<file path="src/rtl/fmac_issue_ctrl.sv">
// Round-robin issue control for a shared pipelined FMAC: operand muxing, valid/ID tracking, stage enables.
// Optional build macro FMAC_BUBBLE_COLLAPSE_EN: per-stage stall that squeezes bubbles out of the pipe.
module fmac_issue_ctrl #(
   parameter int NUM_REQ  = 2,
   parameter int LATENCY  = 3,
   parameter int ID_WIDTH = (NUM_REQ > 1) ? $clog2(NUM_REQ) : 1
) (
   input  logic                    Clk_CI,
   input  logic                    Rst_RBI,
   input  logic [NUM_REQ-1:0]      Req_SI,
   output logic [NUM_REQ-1:0]      Gnt_SO,
   input  logic [NUM_REQ*32-1:0]   Operand_a_DI,
   input  logic [NUM_REQ*32-1:0]   Operand_b_DI,
   input  logic [NUM_REQ*32-1:0]   Operand_c_DI,
   input  logic [NUM_REQ*3-1:0]    RM_DI,
   output logic [31:0]             Operand_a_DO,
   output logic [31:0]             Operand_b_DO,
   output logic [31:0]             Operand_c_DO,
   output logic [2:0]              RM_DO,
   output logic [LATENCY-1:0]      Stage_en_SO,
   output logic                    Res_valid_SO,
   output logic [ID_WIDTH-1:0]     Res_id_DO,
   input  logic                    Res_ready_SI,
   input  logic                    Flush_SI,
   output logic                    Busy_SO
);

   localparam logic [ID_WIDTH:0]   NUM_REQ_EXT = (ID_WIDTH+1)'(NUM_REQ);
   localparam logic [ID_WIDTH-1:0] LAST_ID     = ID_WIDTH'(NUM_REQ - 1);

   logic [LATENCY-1:0]  Valid_q, Valid_d;
   logic [ID_WIDTH-1:0] Id_q [LATENCY];
   logic [ID_WIDTH-1:0] Id_d [LATENCY];
   logic [ID_WIDTH-1:0] Prio_q, Prio_d;

   logic                stall;
   logic                issue;
   logic                found;
   logic [ID_WIDTH:0]   cand;
   logic [ID_WIDTH-1:0] gnt_idx;
   logic [ID_WIDTH-1:0] op_sel;
   logic [LATENCY-1:0]  hold;
   logic [LATENCY-1:0]  in_valid;
   logic [ID_WIDTH-1:0] in_id [LATENCY];

   logic [31:0] a_arr  [NUM_REQ];
   logic [31:0] b_arr  [NUM_REQ];
   logic [31:0] c_arr  [NUM_REQ];
   logic [2:0]  rm_arr [NUM_REQ];

   genvar gi;

   generate
      for (gi = 0; gi < NUM_REQ; gi++) begin : g_unpack
         assign a_arr[gi]  = Operand_a_DI[gi*32 +: 32];
         assign b_arr[gi]  = Operand_b_DI[gi*32 +: 32];
         assign c_arr[gi]  = Operand_c_DI[gi*32 +: 32];
         assign rm_arr[gi] = RM_DI[gi*3 +: 3];
      end
   endgenerate

   assign stall = Valid_q[LATENCY-1] & ~Res_ready_SI;

   // A stage holds when it is part of the valid run ending at a blocked output.
   generate
      for (gi = 0; gi < LATENCY; gi++) begin : g_hold
`ifdef FMAC_BUBBLE_COLLAPSE_EN
         assign hold[gi] = stall & (&Valid_q[LATENCY-1:gi]);
`else
         assign hold[gi] = stall;
`endif
      end
   endgenerate

   always_comb begin
      found   = 1'b0;
      gnt_idx = Prio_q;
      cand    = '0;
      for (int i = 0; i < NUM_REQ; i++) begin
         cand = {1'b0, Prio_q} + (ID_WIDTH+1)'(i);
         if (cand >= NUM_REQ_EXT) begin
            cand = cand - NUM_REQ_EXT;
         end
         if (!found && Req_SI[cand[ID_WIDTH-1:0]]) begin
            found   = 1'b1;
            gnt_idx = cand[ID_WIDTH-1:0];
         end
      end
   end

   // Reset gates issue so no grant leaks out while the state is being cleared.
   assign issue = found & ~hold[0] & ~Flush_SI & Rst_RBI;

   always_comb begin
      Gnt_SO = '0;
      if (issue) begin
         Gnt_SO[gnt_idx] = 1'b1;
      end
   end

   assign op_sel       = issue ? gnt_idx : Prio_q;
   assign Operand_a_DO = a_arr[op_sel];
   assign Operand_b_DO = b_arr[op_sel];
   assign Operand_c_DO = c_arr[op_sel];
   assign RM_DO        = rm_arr[op_sel];

   generate
      for (gi = 0; gi < LATENCY; gi++) begin : g_stage
         if (gi == 0) begin : g_head
            assign in_valid[gi] = issue;
            assign in_id[gi]    = gnt_idx;
         end else begin : g_body
            assign in_valid[gi] = Valid_q[gi-1];
            assign in_id[gi]    = Id_q[gi-1];
         end
         assign Stage_en_SO[gi] = ~hold[gi] & in_valid[gi];
         assign Id_d[gi]        = hold[gi] ? Id_q[gi] : in_id[gi];
      end
   endgenerate

   always_comb begin
      if (Flush_SI) begin
         Valid_d = '0;
      end else begin
         Valid_d = (hold & Valid_q) | (~hold & in_valid);
      end
   end

   assign Prio_d = issue ? ((gnt_idx == LAST_ID) ? '0 : gnt_idx + ID_WIDTH'(1)) : Prio_q;

   always_ff @(posedge Clk_CI or negedge Rst_RBI) begin
      if (!Rst_RBI) begin
         Valid_q <= '0;
         Prio_q  <= '0;
         for (int k = 0; k < LATENCY; k++) begin
            Id_q[k] <= '0;
         end
      end else begin
         Valid_q <= Valid_d;
         Prio_q  <= Prio_d;
         Id_q    <= Id_d;
      end
   end

   assign Res_valid_SO = Valid_q[LATENCY-1];
   assign Res_id_DO    = Id_q[LATENCY-1];
   assign Busy_SO      = |Valid_q;

endmodule

</file>
<file path="config.mk">
export PLATFORM = sky130hd
export DESIGN_NAME = fmac_issue_ctrl
export DESIGN_NICKNAME = d
export VERILOG_FILES = /design/src/rtl/fmac_issue_ctrl.sv
export SDC_FILE = /design/constraint.sdc
export NUM_CORES = 1
export LEC_CHECK = 0
export ABC_AREA = 1
export BUFFER_PORTS_ARGS = -buffer_cell sky130_fd_sc_hd__buf_2
export CAP_MARGIN = 20
export CORE_AREA = 2 2 121 123
export DETAILED_ROUTE_END_ITERATION = 10
export DIE_AREA = 0 0 123 125
export MAX_ROUTING_LAYER = met4
export SLEW_MARGIN = 10
export SYNTH_ARGS = -nofsm -noshare
export SYNTH_HDL_FRONTEND = slang
export SYNTH_SLANG_ARGS = --single-unit
</file>
<file path="constraint.sdc">
create_clock -name Clk_CI -period 3 [get_ports Clk_CI]
set_input_delay 0.15 -clock Clk_CI [delete_from_list [all_inputs] [get_ports Clk_CI]]
set_output_delay 0.15 -clock Clk_CI [all_outputs]
set_load 0.03 [all_outputs]
</file>
======== After elaboration in Yosys (flattened, before gate mapping) ========
Cells that the tools add are included.
Widths: inputs -> output; s select.
word-level totals
  register bits after elaboration ......... 7
  bits in latches ......................... 0
  bits in writable memories ............... 0
  ROM bits ................................ 0
  bits of input ports ..................... 204
  output and inout port bits .............. 107
  logic and storage cells ................. 63
  memories kept ........................... 0
operators by class
  add/subtract/negate cells ............... 4
  multipliers ............................. 0
  div/mod/pow operators ................... 0
  magnitude comparators ................... 7
  eq/ne operators ......................... 0
  shifts and indexed selects .............. 0
  multiplexer cells ....................... 28
  bitwise operators ....................... 15
  reduce and logical (&&, ||, !) cells .... 4
operator list
  operator             number
  $mux 32              9
  $mux 1               13
  $mux 3               4
  $and 1x1->1          7
  $and 3x3->3          2
  $lt 1x2->1 const B   3
  $ge 2x2->1 const B   2
  $not 1->1            3
  $not 3->3            1
  $or 3x3->3           1
  $reduce_or 3->1      1
  $add 1x1->2 const B  1
  $ge 1x2->1 const B   1
  $logic_and 1x1->1    2
  $mux 2               1
  $not 1->2            1
  $sub 1x1->1 const B  2
  $add 1x1->1 const B  1
  $demux 1 s1          1
  $ge 1x1->1 const B   1
  $logic_not 1->1      1

======== Depth between registers and ports, before layout ========
Gate-level depths: netlist of run 1.
  depth in word-level cells ............... 16
  mapped depth ............................ 8
  mapped depth without buffers ............ 7

======== Least setup slack after synthesis of run 1 ========
OpenSTA, ideal clock, no wires.
  path type ............................... register to output
  start ................................... register Valid_q[2]
  end ..................................... output port Operand_a_DO[0]
  arrival time ............................ 1593 ps
  data required time ...................... 2850 ps
  path slack .............................. 1257 ps
  cell stages (with the launch flop) ...... 8
  path buffers ............................ 1
  cell sequence ........................... dfrtp_1 > nand2_2 > nand2_1 > nor2_4 > nand2_4 > buf_6 > nand3_1 > nand2_1
between the ends
  longest elaborated chain between the ends .. 10
ends and longest elaborated chain
  what                                         line  RTL
  start, declared                              31    logic [LATENCY-1:0] Valid_q, Valid_d;
  start signal, assigned                       139   Valid_q <= Valid_d;
  $and 1x1->1                                  62    assign stall = Valid_q[LATENCY-1] & ~Res_ready_SI;
  $not 1->1                                    92    assign issue = found & ~hold[0] & ~Flush_SI & Rst_RBI;
  $and 1x1->1 (3 in series)                    92
  $mux 1                                       101   assign op_sel = issue ? gnt_idx : Prio_q;
  $not 1->2 (not written as such)              102   assign Operand_a_DO = a_arr[op_sel];
  $mux 32 (not written as such) (3 in series)  102
  end, declared                                16    output logic [31:0] Operand_a_DO,
No other way between the ends. The select of a mux whose other input is x is not followed.

======== Final worst setup path of run 1 ========
  start ................................... input port Rst_RBI
  end ..................................... output port Operand_b_DO[9]
between the ends
  longest elaborated chain between the ends .. 6
ends and longest elaborated chain
  what                                         line  RTL
  start, declared                              9     input logic Rst_RBI,
  $and 1x1->1                                  92
  $mux 1                                       101
  $not 1->2 (not written as such)              103   assign Operand_b_DO = b_arr[op_sel];
  $mux 32 (not written as such) (3 in series)  103
  end, declared                                17    output logic [31:0] Operand_b_DO,
No other way between the ends. The select of a mux whose other input is x is not followed.

==> results of run 1 <==
worst paths after layout:
check / startpoint / end / slack (ns) / cells after the start
worst max-delay path: Rst_RBI / Operand_b_DO[9] / 0.48 / 9
worst min-delay path: Flush_SI / Valid_q[2]$_DFF_PN0_ / 0.17 / 2
worst max register to register: Prio_q$_DFFE_PN0P_ / Prio_q$_DFFE_PN0P_ / 1.32 / 6
worst min register to register: Res_id_DO$_DFFE_PN0N_ / Res_id_DO$_DFFE_PN0N_ / 0.46 / 2
max in group asynchronous: Rst_RBI / Res_id_DO$_DFFE_PN0N_ / 2.54 / 2
min in group asynchronous: Rst_RBI / Valid_q[2]$_DFF_PN0_ / 0.30 / 2
final cells by class:
type | instances | share of cell area [%]
repair buffers | 318 | 43.6
multi-input cells | 332 | 42.4
well taps | 184 | 6.04
flip-flops and latches | 7 | 4.59
clock buffers | 4 | 2.07
inverters | 12 | 1.18
diodes | 1 | 0.0656
where the power goes:
group	internal, W	total (W)	switching, W
combinational	0.000484	0.00156	0.00107
clock	0.000177	0.000225	0.0000481
sequential	0.000105	0.000113	0.00000762
total	0.000766	0.00189	0.00113
per-stage QoR:
step	util (%)	instances	hold slack, ns	area, um2
2_1_floorplan	-	392	-0.146	2180
3_3_place_gp	26.2	852	0.00351	3720
3_5_place_dp	26.2	852	0.00397	3720
4_1_cts	26.8	857	0.168	3810
5_1_grt	26.8	858	0.181	3810
6_report	26.8	858	0.169	3810
worst max-delay path: cells and delay by family:
kind	cells	cell delay [ns]
AND/OR/NAND/NOR	5	0.86
buffers and inverters	4	1.26
sequential cells by signal, indices dropped and copies added (netlist names):
register / count
Res_id_DO: 1
Prio_q: 1
Id_q: 2
Valid_q: 3
what timing repair did:
item / 4_1_cts / 5_1_grt
setup endpoints to repair: 0 / 0
endpoints found under the hold margin: 7 / 0
hold buffers: 1 / 0
cells in the final DEF (no fill, tap or decap):
cell type      synthesis  routed
buf_2                 19     310
nand3_1              188     188
nand2_1              118     118
inv_1                 11      11
nand3_2               11      10
dfrtp_1                7       7
nor2_1                 4       4
buf_12                 2       4
nand2_4                2       3
a21oi_1                3       3
clkbuf_16              0       3
buf_4                  0       3
nor2_4                 2       2
nand3_4                1       2
diode_2                0       1
nand2_2                2       1
inv_2                  1       1
o21ai_0                1       1
clkbuf_1               0       1
dlygate4sd3_1          0       1
logic make-up after synthesis:
kind of cell / after synthesis
buf+inv: 53
flops: 7
simple gates: 328
compound gates: 4
metal layers:
metal  GRT usage (%)  up-vias  share of wire [%]
met1            15.8     1608                 41
met5               -        -                  0
li1                -     1894                  -
met3           0.776        4                8.9
met2            21.3      187                 49
met4            2.14        0               0.44
==> metrics.yaml, run 1 <==
start_util_pct: 15.4
synth_top_family_by_area: "simple AND/OR/NAND/NOR gates"
dp_hpwl_um: 8060
relSlewSlack_pct: 66.2
cts_setup_buffers: 0
arrival_ns: 2.37
overflow: 0
worst_setup_path_start_kind: "input pin"
grt_pass1_vias: 3171
crit_path_top_delay_cell: "dlygate4sd3_1"
core_area_um2: 14200
leakagePower_nw: 2.46
drc: 0
fillerInstances: 1676
synth_fa_ha_area_share_pct: 0
muxShareOfSynthArea_pct: 0
grt_use_total_pct: 12.3
drive_above_1_share_pct: 50.4
numCtsBuffers: 3
syn_inst: 392
tightest_slew_ns: 0.507
status: "completed"
netlist.area_leader.share_pct: 43.1
antenna_found_initial: 1
yosys.area.top_type: "nand3_1"
fin_nets: 878
drt_iter0_drc: 128
synthXorXnorAreaFrac_pct: 0
antenna_left: 0
slowest_delay_ns: 0.52
peakVddDrop_uv: 237
areaGrowthSynthToFinish_pct: 74.5
synth_commonest_cells: "nand3_1 (188), nand2_1 (118), buf_6 (20)"
clockRootBuffer: "clkbuf_16"
clk_pin_slew_ns: 0.03
synth_ff_type: "dfrtp_1"
finalCritPeriodShare_pct: 83.9
dp_slack_ns: 0.961
wl_per_cell_um: 12.0
synth_edf_count: 0
multi_input_area_um2: 1620
cts_sinks: 7
synth.yosys.seq_area_share_pct: 8.02
io_buffers: 310
avgSynthCellArea_um2: 5.57
vias_per_cell: 4.30
skew_ns: 0.000147
cts_tree: "yes"
hold_viol: 0
synth_nets: 596
drv_slew: 0
dr_total_vias: 3693
cap_violations: 0
die_h_um: 125
wirelength_um: 10300
ys_seq_elements: 7
synth_compound_area_share_pct: 0.916
yosysMostFrequentCell: "nand3_1"
finalPower_w: 0.00189
cp_max_fo: 61
h-tree-depth: 1
synth_area_leaders: "nand3_1 (43%), nand2_1 (20%), buf_6 (10%), dfrtp_1 (8.0%), nand3_2 (5.0%)"
grt_max_degree: 62
crit_chain: "dlygate4sd3_1 > buf_2 > nand2_1 > nor2_1 > nand3_4 > buf_12 > nand3_1 > nand2_1 > buf_2"
place_congestion: 0.786
syn-cell-area_um2: 2180
synthSimpleGateAreaFrac_pct: 72.5
async_flop_share_pct: 100
grt_pass1_wl_um: 15300
finalSetupTns_ns: 0
grt_setup_unrepaired: "no"
end_kind: "output pin"
ys_warn_count: 0
dieArea_um2: 15400
setup.worst_path.class: "input pin to output pin"
postCtsResizedCells: 0
seq_area_um2: 175
clk-insertion-delay-late_ns: 0.23
cp.required_ns: 2.85
die_w_um: 123
io_pins: 311
setup_viol: 0
min_path_type: "input pin to register"
ys_types: 16
dr.pass1.iters: 4
max_freq_mhz: 397
period_needed_ns: 2.52
num_rows: 44
p_per_area_nw_per_um2: 497
clk_path_buf_depth: 2
fin_ws_ns: 0.483
Note: power is estimated with default switching activity, not from simulation.
==> run 2, diff against run 1 <==
ABC_AREA = 0   (was 1)
CORE_AREA = default   (was 2 2 121 123)
CORE_UTILIZATION = 49   (was default)
DIE_AREA = default   (was 0 0 123 125)
PLACE_DENSITY = 0.81   (was default)
clock period = 2.2 ns   (was 3 ns; I/O delays follow)
==> run 2 against run 1 <==
Net effect:
- setup slack got worse by 0.41 ns
- sequential share of layout area is 3.0 points lower
- worst hold slack worse by 0.034 ns
- largest cell class is now multi-input combinational cells
- final cell count is 110% higher
- critical path type is now register to output pin
==> metrics.yaml, run 2 <==
status: "completed"
finalCritPeriodShare_pct: 96.7
wl_per_cell_um: 16.1
min_from: "Flush_SI"
synth_nets: 1629
hold_slack_ns: 0.135
final_common_cell: "nand3b_1"
crit-reg2reg-launch: "Prio_q$_DFFE_PN0P_"
io_pins: 311
synth_top_family_by_area: "simple AND/OR/NAND/NOR gates"
drc: 0
syn-cell-area_um2: 9340
ys_warn_count: 0
drt_iter0_drc: 894
cts_tree: "yes"
place_congestion: 0.896
vias_per_cell: 6.47
hold_viol: 0
min_path_type: "input pin to register"
peakVddDrop_uv: 443
cts_sinks: 7
avgSynthCellArea_um2: 6.55
grt_setup_unrepaired: "yes"
setup.worst_path.class: "register to output pin"
yosys.area.top_type: "nand3b_1"
core_area_um2: 18700
leakagePower_nw: 4.41
clk_pin_slew_ns: 0.04
reg_top3: "Valid_q x3, Id_q x2"
ys_types: 29
tightest_slew_ns: 0.530
synth.yosys.seq_area_share_pct: 1.88
final_util_pct: 59.9
synthSimpleGateAreaFrac_pct: 71.2
end_kind: "output pin"
dr.max_layer_used: "met4"
path_buf_inv: 3
arrival_ns: 2.02
crit_chain: "buf_12 > buf_4 > or3b_2 > nand4_1 > or3_1 > clkbuf_4"
num_rows: 50
die_h_um: 140
dr_total_vias: 11900
netlist.area_leader.share_pct: 31.8
synth_edf_count: 0
cp.required_ns: 2.09
overflow: 0
hold_path_end: "Valid_q[1]$_DFF_PN0_"
async_flop_share_pct: 100
final_area_um2: 11200
yosysMostFrequentCell: "nand3b_1"
wirelength_um: 29700
routed-wl-met2_um: 14100
clk_path_buf_depth: 2
clk-insertion-delay-late_ns: 0.23
fillerInstances: 1649
skew_ns: 0.00217
synth_area_leaders: "nand3b_1 (32%), a211oi_1 (8.0%), a22oi_1 (8.0%), nand2b_1 (6.8%), or3_1 (6.7%)"
ys_seq_elements: 7
holdPathStages: 2
p_per_area_nw_per_um2: 499
dieArea_um2: 19600
fin_nets: 1811
critical_path.top_delay_family: "simple AND/OR/NAND/NOR gates"
layout_common_cells: "nand3b_1 (396), buf_2 (304), nand2_1 (108)"
r2r-end: "Id_q[2]$_DFFE_PN0N_"
relSlewSlack_pct: 64.7
antenna_found_initial: 2
muxShareOfSynthArea_pct: 0.121
grt_max_degree: 89
start_util_pct: 49.9
numCtsBuffers: 3
synth_ff_type: "dfrtp_1"
cp_max_fo: 49
multi_input_area_um2: 8240
r2r_slack_ns: 0.66
fin_ws_ns: 0.0729
largest_reg_flops: 3
synth_compound_area_share_pct: 16.5
regMostFlops: "Valid_q"
areaGrowthSynthToFinish_pct: 20.0
seq_area_um2: 179
grt_pass1_wl_um: 46900
synth_commonest_cells: "nand3b_1 (396), nand2_1 (108), nand2b_1 (101)"
r2r_cells: 3
drv_slew: 0
setup_viol: 0
worst_setup_path_start_kind: "register"
synthXorXnorAreaFrac_pct: 0
dp_hpwl_um: 20300
placed_cell_area_um2: 11000
h-tree-depth: 1
wl_met3_um: 2460
grt_use_total_pct: 28.4
syn_inst: 1425
dr.pass1.iters: 6
antenna_left: 0
wl_met1_um: 12400
io_buffers: 310
grt_pass1_vias: 9875
die_w_um: 140
drive_above_1_share_pct: 26.4
crit_path_top_delay_cell: "dfrtp_4"
synth_fa_ha_area_share_pct: 0.107
max_freq_mhz: 470
dp_slack_ns: 0.289
cap_violations: 0
period_needed_ns: 2.13
clockRootBuffer: "clkbuf_16"
slowest_delay_ns: 0.52
[run 2: power breakdown]
part	total, W	switching (W)	internal (W)	leakage, nW
registers	0.000171	0.0000220	0.000149	0.0859
clock network	0.000312	0.0000711	0.000241	0.0382
logic	0.00511	0.00305	0.00206	4.29
[run 2: worst max-delay path by stage]
stage          slack (ns)          endpoint            startpoint  depth (start not counted)
2_1_floorplan        0.27         Gnt_SO[0]  Valid_q[2]$_DFF_PN0_                          5
3_3_place_gp         0.33  Operand_b_DO[19]  Valid_q[2]$_DFF_PN0_                          5
3_5_place_dp         0.29  Operand_b_DO[19]  Valid_q[2]$_DFF_PN0_                          5
4_1_cts              0.04  Operand_b_DO[19]  Valid_q[2]$_DFF_PN0_                          5
5_1_grt            -0.006          RM_DO[0]    Prio_q$_DFFE_PN0P_                          6
6_report             0.07  Operand_c_DO[29]    Prio_q$_DFFE_PN0P_                          6
[run 2: repair_timing]
| action | 4_1_cts | 5_1_grt |
|---|---|---|
| hold buffers | 1 | 0 |
| endpoints found under the setup margin | 0 | 60 |
| hold endpoints to repair | 7 | 0 |
| resized for setup | 0 | 6 |
| buffers inserted | 0 | 3 |
[run 2: layout make-up]
class | instances | area share, %
inverters | 3 | 0.100
well taps | 234 | 2.61
clock buffers | 4 | 0.703
multi-input cells | 1215 | 73.5
repair buffers | 377 | 21.4
diodes | 2 | 0.0446
flip-flops and latches | 7 | 1.60
[run 2: kinds of logic after synthesis]
family | Yosys count
AND/OR/NAND/NOR | 1008
AO/OA/AOI/OAI | 205
buffers and inverters | 203
flip-flops | 7
multiplexers | 1
adder cells (fa/ha/maj) | 1
[run 2: through the flow]
stage / setup TNS, ns / instances / power, W
after floorplan: 0 / 1425 / 0.00386
after global placement: 0 / 1831 / 0.00504
after detailed placement: 0 / 1831 / 0.00517
after CTS: 0 / 1836 / 0.00550
after global routing: -0.00555 / 1842 / 0.00601
final: 0 / 1842 / 0.00559
[run 2: layer usage]
metal / up-vias / track usage [%]
li1: 5772 / -
met1: 5538 / 36.0
met2: 541 / 46.9
met3: 62 / 3.69
met4: 0 / 8.39
met5: - / -
